===== src/rtl/vga_pkg.sv =====
// Shared VGA constants and pixel bundles for the draw stages.
// Holds timing constants and wall-sprite geometry.
package vga_pkg;

  localparam int HOR_PIXELS = 1024;
  localparam int VER_PIXELS = 768;

  localparam int WALL_W  = 128;
  localparam int WALL_H  = 64;
  localparam int ROM_LAT = 1;

  localparam logic [11:0] TRANSPARENT_KEY = 12'h0F0;

  typedef struct packed {
    logic [10:0] vcount;
    logic        vsync;
    logic        vblnk;
    logic [10:0] hcount;
    logic        hsync;
    logic        hblnk;
    logic [11:0] rgb;
  } vga_px_t;

  typedef struct packed {
    vga_px_t px;
    logic    in_win;
  } wall_pipe_t;

endpackage


===== src/rtl/draw_wall_if.sv =====
// VGA pixel-stream bundle: timing plus rgb.
// master drives the stream, slave consumes it.
interface draw_wall_if;

  logic [10:0] vcount;
  logic        vsync;
  logic        vblnk;
  logic [10:0] hcount;
  logic        hsync;
  logic        hblnk;
  logic [11:0] rgb;

  modport master (
    output vcount, vsync, vblnk,
    output hcount, hsync, hblnk,
    output rgb
  );

  modport slave (
    input vcount, vsync, vblnk,
    input hcount, hsync, hblnk,
    input rgb
  );

endinterface


===== src/rtl/delay.sv =====
// Fixed-depth shift register used to align signals
// with the sprite-ROM read latency.
module delay #(
  parameter int WIDTH   = 8,
  parameter int CLK_DEL = 1
) (
  input  logic             clk,
  input  logic             rst,
  input  logic [WIDTH-1:0] din_i,
  output logic [WIDTH-1:0] dout_o
);

  logic [WIDTH-1:0] sr_q [CLK_DEL];

  // shift din through CLK_DEL register stages
  always_ff @(posedge clk or posedge rst) begin
    if (rst) begin
      for (int i = 0; i < CLK_DEL; i++)
        sr_q[i] <= '0;
    end else begin
      sr_q[0] <= din_i;
      for (int i = 1; i < CLK_DEL; i++)
        sr_q[i] <= sr_q[i-1];
    end
  end

  assign dout_o = sr_q[CLK_DEL-1];

endmodule


===== src/rtl/draw_wall.sv =====
// Overlays a WALL_W x WALL_H sprite on the VGA stream.
// Macro WALL_TRANSPARENT_EN: ROM pixels equal to the key show background.
module draw_wall
  import vga_pkg::*;
#(
  parameter int WALL_W_P  = WALL_W,
  parameter int WALL_H_P  = WALL_H,
  parameter int ROM_LAT_P = ROM_LAT,
  localparam int XW = $clog2(WALL_W_P),
  localparam int YW = $clog2(WALL_H_P)
) (
  input  logic             clk,
  input  logic             rst,
  draw_wall_if.slave       in_i,
  draw_wall_if.master      out_o,
  input  logic [10:0]      wall_x,
  input  logic [10:0]      wall_y,
  input  logic             wall_en,
  output logic [YW+XW-1:0] rom_addr,
  input  logic [11:0]      rom_rgb
);

  logic [10:0] x_l_q, x_l_d;
  logic [10:0] y_l_q, y_l_d;
  logic        en_l_q, en_l_d;
  logic        vblnk_prev_q;

  wall_pipe_t       s1_q, s1_d;
  wall_pipe_t       s2;
  logic [YW+XW-1:0] addr_q, addr_d;
  vga_px_t          out_q, out_d;

  logic [11:0] hc12, vc12, xl12, yl12;
  logic        in_win;
  logic        use_rom;

  // latch position/enable on the vblnk rising edge only
  always_comb begin
    x_l_d  = x_l_q;
    y_l_d  = y_l_q;
    en_l_d = en_l_q;
    if (in_i.vblnk && !vblnk_prev_q) begin
      x_l_d  = wall_x;
      y_l_d  = wall_y;
      en_l_d = wall_en;
    end
  end

  // stage 1: window test (12-bit, no wrap) and ROM address
  always_comb begin
    hc12   = {1'b0, in_i.hcount};
    vc12   = {1'b0, in_i.vcount};
    xl12   = {1'b0, x_l_q};
    yl12   = {1'b0, y_l_q};
    in_win = en_l_q
          && (hc12 >= xl12)
          && (hc12 <  xl12 + 12'(WALL_W_P))
          && (vc12 >= yl12)
          && (vc12 <  yl12 + 12'(WALL_H_P));
    addr_d = '0;
    if (in_win)
      addr_d = {YW'(in_i.vcount - y_l_q),
                XW'(in_i.hcount - x_l_q)};
    s1_d.px.vcount = in_i.vcount;
    s1_d.px.vsync  = in_i.vsync;
    s1_d.px.vblnk  = in_i.vblnk;
    s1_d.px.hcount = in_i.hcount;
    s1_d.px.hsync  = in_i.hsync;
    s1_d.px.hblnk  = in_i.hblnk;
    s1_d.px.rgb    = in_i.rgb;
    s1_d.in_win    = in_win;
  end

  // stage 1 registers and position latch
  always_ff @(posedge clk or posedge rst) begin
    if (rst) begin
      x_l_q        <= '0;
      y_l_q        <= '0;
      en_l_q       <= 1'b0;
      vblnk_prev_q <= 1'b0;
      s1_q         <= '0;
      addr_q       <= '0;
    end else begin
      x_l_q        <= x_l_d;
      y_l_q        <= y_l_d;
      en_l_q       <= en_l_d;
      vblnk_prev_q <= in_i.vblnk;
      s1_q         <= s1_d;
      addr_q       <= addr_d;
    end
  end

  assign rom_addr = addr_q;

  delay #(
    .WIDTH   ($bits(wall_pipe_t)),
    .CLK_DEL (ROM_LAT_P)
  ) u_rom_align (
    .clk    (clk),
    .rst    (rst),
    .din_i  (s1_q),
    .dout_o (s2)
  );

  // stage 3: blanking, then sprite-over-background mux
  always_comb begin
`ifdef WALL_TRANSPARENT_EN
    use_rom = s2.in_win && (rom_rgb != TRANSPARENT_KEY);
`else
    use_rom = s2.in_win;
`endif
    out_d = s2.px;
    if (s2.px.hblnk || s2.px.vblnk)
      out_d.rgb = 12'h000;
    else if (use_rom)
      out_d.rgb = rom_rgb;
  end

  // stage 3 output registers
  always_ff @(posedge clk or posedge rst) begin
    if (rst) out_q <= '0;
    else     out_q <= out_d;
  end

  assign out_o.vcount = out_q.vcount;
  assign out_o.vsync  = out_q.vsync;
  assign out_o.vblnk  = out_q.vblnk;
  assign out_o.hcount = out_q.hcount;
  assign out_o.hsync  = out_q.hsync;
  assign out_o.hblnk  = out_q.hblnk;
  assign out_o.rgb    = out_q.rgb;

endmodule

===== src/flat_wrapper.sv =====
// flat-port wrapper written by rule: the top's interface ports become plain ports
module draw_wall_flat import vga_pkg::*;
#(
  parameter int WALL_W_P  = WALL_W,
  parameter int WALL_H_P  = WALL_H,
  parameter int ROM_LAT_P = ROM_LAT,
  localparam int XW = $clog2(WALL_W_P),
  localparam int YW = $clog2(WALL_H_P)
)
  (clk, rst, wall_x, wall_y, wall_en, rom_addr, rom_rgb, in_i_vcount, in_i_vsync, in_i_vblnk, in_i_hcount, in_i_hsync, in_i_hblnk, in_i_rgb, out_o_vcount, out_o_vsync, out_o_vblnk, out_o_hcount, out_o_hsync, out_o_hblnk, out_o_rgb);
  draw_wall_if in_i_i ();
  draw_wall_if out_o_i ();
  input  logic clk;
  input  logic rst;
  input  logic [10:0] wall_x;
  input  logic [10:0] wall_y;
  input  logic wall_en;
  output logic [YW+XW-1:0] rom_addr;
  input  logic [11:0] rom_rgb;
  input wire logic [$bits(in_i_i.vcount)-1:0] in_i_vcount;
  input wire logic [$bits(in_i_i.vsync)-1:0] in_i_vsync;
  input wire logic [$bits(in_i_i.vblnk)-1:0] in_i_vblnk;
  input wire logic [$bits(in_i_i.hcount)-1:0] in_i_hcount;
  input wire logic [$bits(in_i_i.hsync)-1:0] in_i_hsync;
  input wire logic [$bits(in_i_i.hblnk)-1:0] in_i_hblnk;
  input wire logic [$bits(in_i_i.rgb)-1:0] in_i_rgb;
  output wire logic [$bits(out_o_i.vcount)-1:0] out_o_vcount;
  output wire logic [$bits(out_o_i.vsync)-1:0] out_o_vsync;
  output wire logic [$bits(out_o_i.vblnk)-1:0] out_o_vblnk;
  output wire logic [$bits(out_o_i.hcount)-1:0] out_o_hcount;
  output wire logic [$bits(out_o_i.hsync)-1:0] out_o_hsync;
  output wire logic [$bits(out_o_i.hblnk)-1:0] out_o_hblnk;
  output wire logic [$bits(out_o_i.rgb)-1:0] out_o_rgb;
  assign in_i_i.vcount = in_i_vcount;
  assign in_i_i.vsync = in_i_vsync;
  assign in_i_i.vblnk = in_i_vblnk;
  assign in_i_i.hcount = in_i_hcount;
  assign in_i_i.hsync = in_i_hsync;
  assign in_i_i.hblnk = in_i_hblnk;
  assign in_i_i.rgb = in_i_rgb;
  assign out_o_vcount = out_o_i.vcount;
  assign out_o_vsync = out_o_i.vsync;
  assign out_o_vblnk = out_o_i.vblnk;
  assign out_o_hcount = out_o_i.hcount;
  assign out_o_hsync = out_o_i.hsync;
  assign out_o_hblnk = out_o_i.hblnk;
  assign out_o_rgb = out_o_i.rgb;
  draw_wall #(.WALL_W_P(WALL_W_P), .WALL_H_P(WALL_H_P), .ROM_LAT_P(ROM_LAT_P)) u_core (.clk(clk), .rst(rst), .in_i(in_i_i), .out_o(out_o_i), .wall_x(wall_x), .wall_y(wall_y), .wall_en(wall_en), .rom_addr(rom_addr), .rom_rgb(rom_rgb));
endmodule

===== config.mk =====
export PLATFORM = sky130hd
export DESIGN_NAME = draw_wall_flat
export DESIGN_NICKNAME = d
export VERILOG_FILES = /design/src/rtl/vga_pkg.sv /design/src/rtl/draw_wall_if.sv /design/src/rtl/delay.sv /design/src/rtl/draw_wall.sv /design/src/flat_wrapper.sv
export SDC_FILE = /design/constraint.sdc
export NUM_CORES = 1
export LEC_CHECK = 0
export BUFFER_PORTS_ARGS = -buffer_cell sky130_fd_sc_hd__buf_2
export CORE_MARGIN = 8
export CORE_UTILIZATION = 53
export DETAILED_ROUTE_END_ITERATION = 10
export PLACE_DENSITY_LB_ADDON = 0.08
export SLEW_MARGIN = 40
export SYNTH_ARGS = -nofsm -noshare
export SYNTH_HDL_FRONTEND = slang
export SYNTH_HIERARCHICAL = 1
export SYNTH_SLANG_ARGS = --single-unit

===== constraint.sdc =====
create_clock -name clk -period 5.6 [get_ports clk]
set_clock_uncertainty 0.2 [all_clocks]
set_input_delay 1.68 -clock clk [delete_from_list [all_inputs] [get_ports clk]]
set_output_delay 1.68 -clock clk [all_outputs]
set_load 0.1 [all_outputs]

==> reports/metrics.cfg <==
[floorplanning]
rows=37
start_util=0.541
die_area_mm2=0.0140
core-area_mm2=0.0103
die_h_um=118
fp.dieW_um=118
io_pins=126

[synthesis]
ys_ff_latch=152
syn_avg_cell_area_um2=14.0
syn_area_mm2=0.00556
netlist_instances=397
synth_cell_types=48
synthArstFlopShare=1.00
synth_edf_count=0
synth_seq_area_share=0.684
ys_warn_count=6
syn_nets=507
synth_flop_cell=dfrtp_1

[routing]
dr_total_vias=3363
drt_iter0_markers=163
vias_per_cell=4.92
drc_errors=0
drt_wl_total_um=11200
wire_per_inst_um=16.4
drt-pass1-iter-count=4
ant_nets=0

[sta]
setup_violations=0
fmax_mhz=276
finalHoldViolCount=0
fin_crit_sh=0.646
slew_headroom=0.572
rsz0062_at_grt=no
slew_viol_final=0
final.min_clock_period_ns=3.62
setup_tns_ns=0
worstMarginPinSlew_ns=0.642

[clock_network]
cts-root-buf=clkbuf_8
cts_tree=yes
clk_pin_slew_worst_paths_ns=0.06
cts_setup_buffers=0
ctsResizeCount=0
htreeDepth=4
hold_buffers=0
cts_buffers=17
cts_buffer_depth=2
worst_skew_pair.late_latency_ns=0.51
clkSinkCount=152

[worst_setup_path]
cp-start-kind=input port
critPathKind=input port to flop
critPathMostFrequentCell=inv_1
cp_max_fo=14
crit_path_max_incr_delay_ns=0.43
cp.arrival_ns=3.80
crit_family=compound AO/OA/AOI/OAI gates
crit_path_top_delay_cell=fa_1
critPathBufInv=3
path_cells=buf_2, inv_1, ha_1, inv_1, fa_1, a211oi_2, o21bai_1, a21oi_2, o221ai_4, a2111oi_2
endpoint_kind=flop
required_ns=5.78

[pwr]
leakagePower_uw=0.00339
p_comb_frac=0.181
ir_drop_mv=0.199
clockPowerShare=0.383
p_seq_frac=0.436
internal_power_uw=1950
p_sw_uw=797
p_per_area_mw_per_mm2=398
p_sw_frac=0.290

[global_routing]
antenna_found_initial=0
grt_max_degree=47
first_global_vias=3852
grt_pass1_wl_um=18800
grt_util_all_layers=0.171
grt_overflow_total=0

[layout]
fin_nets=645
syn2layout_area_growth_pct=24.1
final_common_cell=dfrtp_1
final_cell_area_mm2=0.00691
drive_above_1_share=0.336
final_cell_mix=dfrtp_1 (152), buf_2 (125), ha_1 (33), inv_1 (31), o21ai_0 (26)
n_fill_cell=781
insertedDiodeCount=0

[placement]
dp_hpwl_um=8210
place_area_mm2=0.00634
port_buffers=125
gp_congestion=0.861

[run_status]
outcome=finished clean

[job]
drv_cap=0

[worst_hold_path]
hold_class=flop to flop

[per-layer routing]
metal / track usage / vias to the layer above / wire length (um)
met4: 0.0609 / 0 / 167
met2: 0.287 / 93 / 5810
met5: 0 / - / 0
met3: 0.0647 / 9 / 660
met1: 0.197 / 1647 / 4560
li1: - / 1614 / -
[cells in the mapped netlist, types with 2 or more instances]
cell / count / area share
o21ai_1: 2 / 0.0018
nor2_1: 16 / 0.011
o21a_1: 2 / 0.0027
a211oi_1: 3 / 0.0040
nand2_1: 25 / 0.017
and3_1: 2 / 0.0022
a21oi_1: 10 / 0.0090
a21o_1: 7 / 0.0094
dfrtp_1: 152 / 0.68
mux2i_1: 12 / 0.022
ha_1: 33 / 0.074
mux2_2: 3 / 0.0061
xnor2_1: 10 / 0.016
nor2b_1: 4 / 0.0045
nor3_2: 9 / 0.016
o21bai_1: 2 / 0.0027
nor3_1: 3 / 0.0027
fa_1: 2 / 0.0072
nand3_1: 6 / 0.0054
inv_1: 33 / 0.022
a211oi_2: 2 / 0.0045
o21ai_0: 26 / 0.023
nand4_1: 3 / 0.0034
clkbuf_1: 6 / 0.0040
[power groups by stage]
stage	clock [uW]	combinational, uW	sequential [uW]
2_1_floorplan	0	247	1350
3_3_place_gp	0	488	1210
3_5_place_dp	0	496	1220
4_1_cts	1080	501	1200
5_1_grt	1130	545	1200
6_report	1050	498	1200
[worst reg2reg max path, delay by kind of cell, from the launching register on]
kind                       cells  cell delay (ns)
AOI/OAI and AO/OA              4             1.22
adders and majority gates      2             0.51
DFF                            1             0.42
and+or+nand+nor                2             0.20
xor gates and xnor gates       1             0.12
[cell families after synthesis]
family                     synth area share
DFF                                   0.684
and+or+nand+nor                      0.0807
AOI/OAI and AO/OA                    0.0774
buffers and inverters                0.0319
adders and majority gates            0.0814
muxes                                0.0277
xor gates and xnor gates             0.0173
[sequential cells by signal (all words and copies together) (netlist names)]
signal                     flops
u_core/s1_q                   39
u_core/u_rom_align/dout_o     39
u_core/out_o.rgb              12
u_core/out_o.hsync             1
u_core/out_o.hblnk             1
u_core/out_o.hcount           11
u_core/x_l_q                  11
u_core/rom_addr               13
u_core/en_l_q                  1
u_core/out_o.vcount           11
u_core/y_l_q                  11
u_core/out_o.vsync             1
u_core/out_o.vblnk             1
[cell type report]
| class | instances | area, um^2 | area share |
|---|---|---|---|
| clock buffer | 22 | 433 | 0.0627 |
| clock inverter | 10 | 121 | 0.0176 |
| tap | 136 | 170 | 0.0246 |
| multi-input combinational | 202 | 1590 | 0.231 |
| sequential | 152 | 3800 | 0.551 |
| timing repair buffer | 129 | 656 | 0.0949 |
| inverter | 33 | 129 | 0.0187 |
[metrics by stage]
stage	utilization	total power [uW]	std cells	hold slack [ns]	setup WS [ns]
3_3_place_gp	0.617	1700	652	0.131	1.55
4_1_cts	0.671	2780	684	0.145	1.99
3_5_place_dp	0.617	1710	652	0.135	1.47
6_report	0.672	2750	684	0.143	1.98
5_1_grt	0.672	2880	684	0.152	1.78
2_1_floorplan	-	1600	397	0.131	0.733
[worst paths after layout]
path	cells after the start	to	from	slack, ns
worst max-delay path	10	u_core/rom_addr[3]$_DFF_PP0_	in_i_hcount[0]	1.98
worst min-delay path	0	u_core/u_rom_align/dout_o[9]$_DFF_PP0_	u_core/s1_q[9]$_DFF_PP0_	0.14
worst max register to register	9	u_core/rom_addr[3]$_DFF_PP0_	u_core/y_l_q[6]$_DFFE_PP0P_	2.79
worst min register to register	0	u_core/u_rom_align/dout_o[9]$_DFF_PP0_	u_core/s1_q[9]$_DFF_PP0_	0.14
max in group asynchronous	3	u_core/s1_q[1]$_DFF_PP0_	rst	3.26
min in group asynchronous	2	u_core/u_rom_align/dout_o[27]$_DFF_PP0_	rst	1.05
No activity file was read; power rests on OpenSTA's default activity.
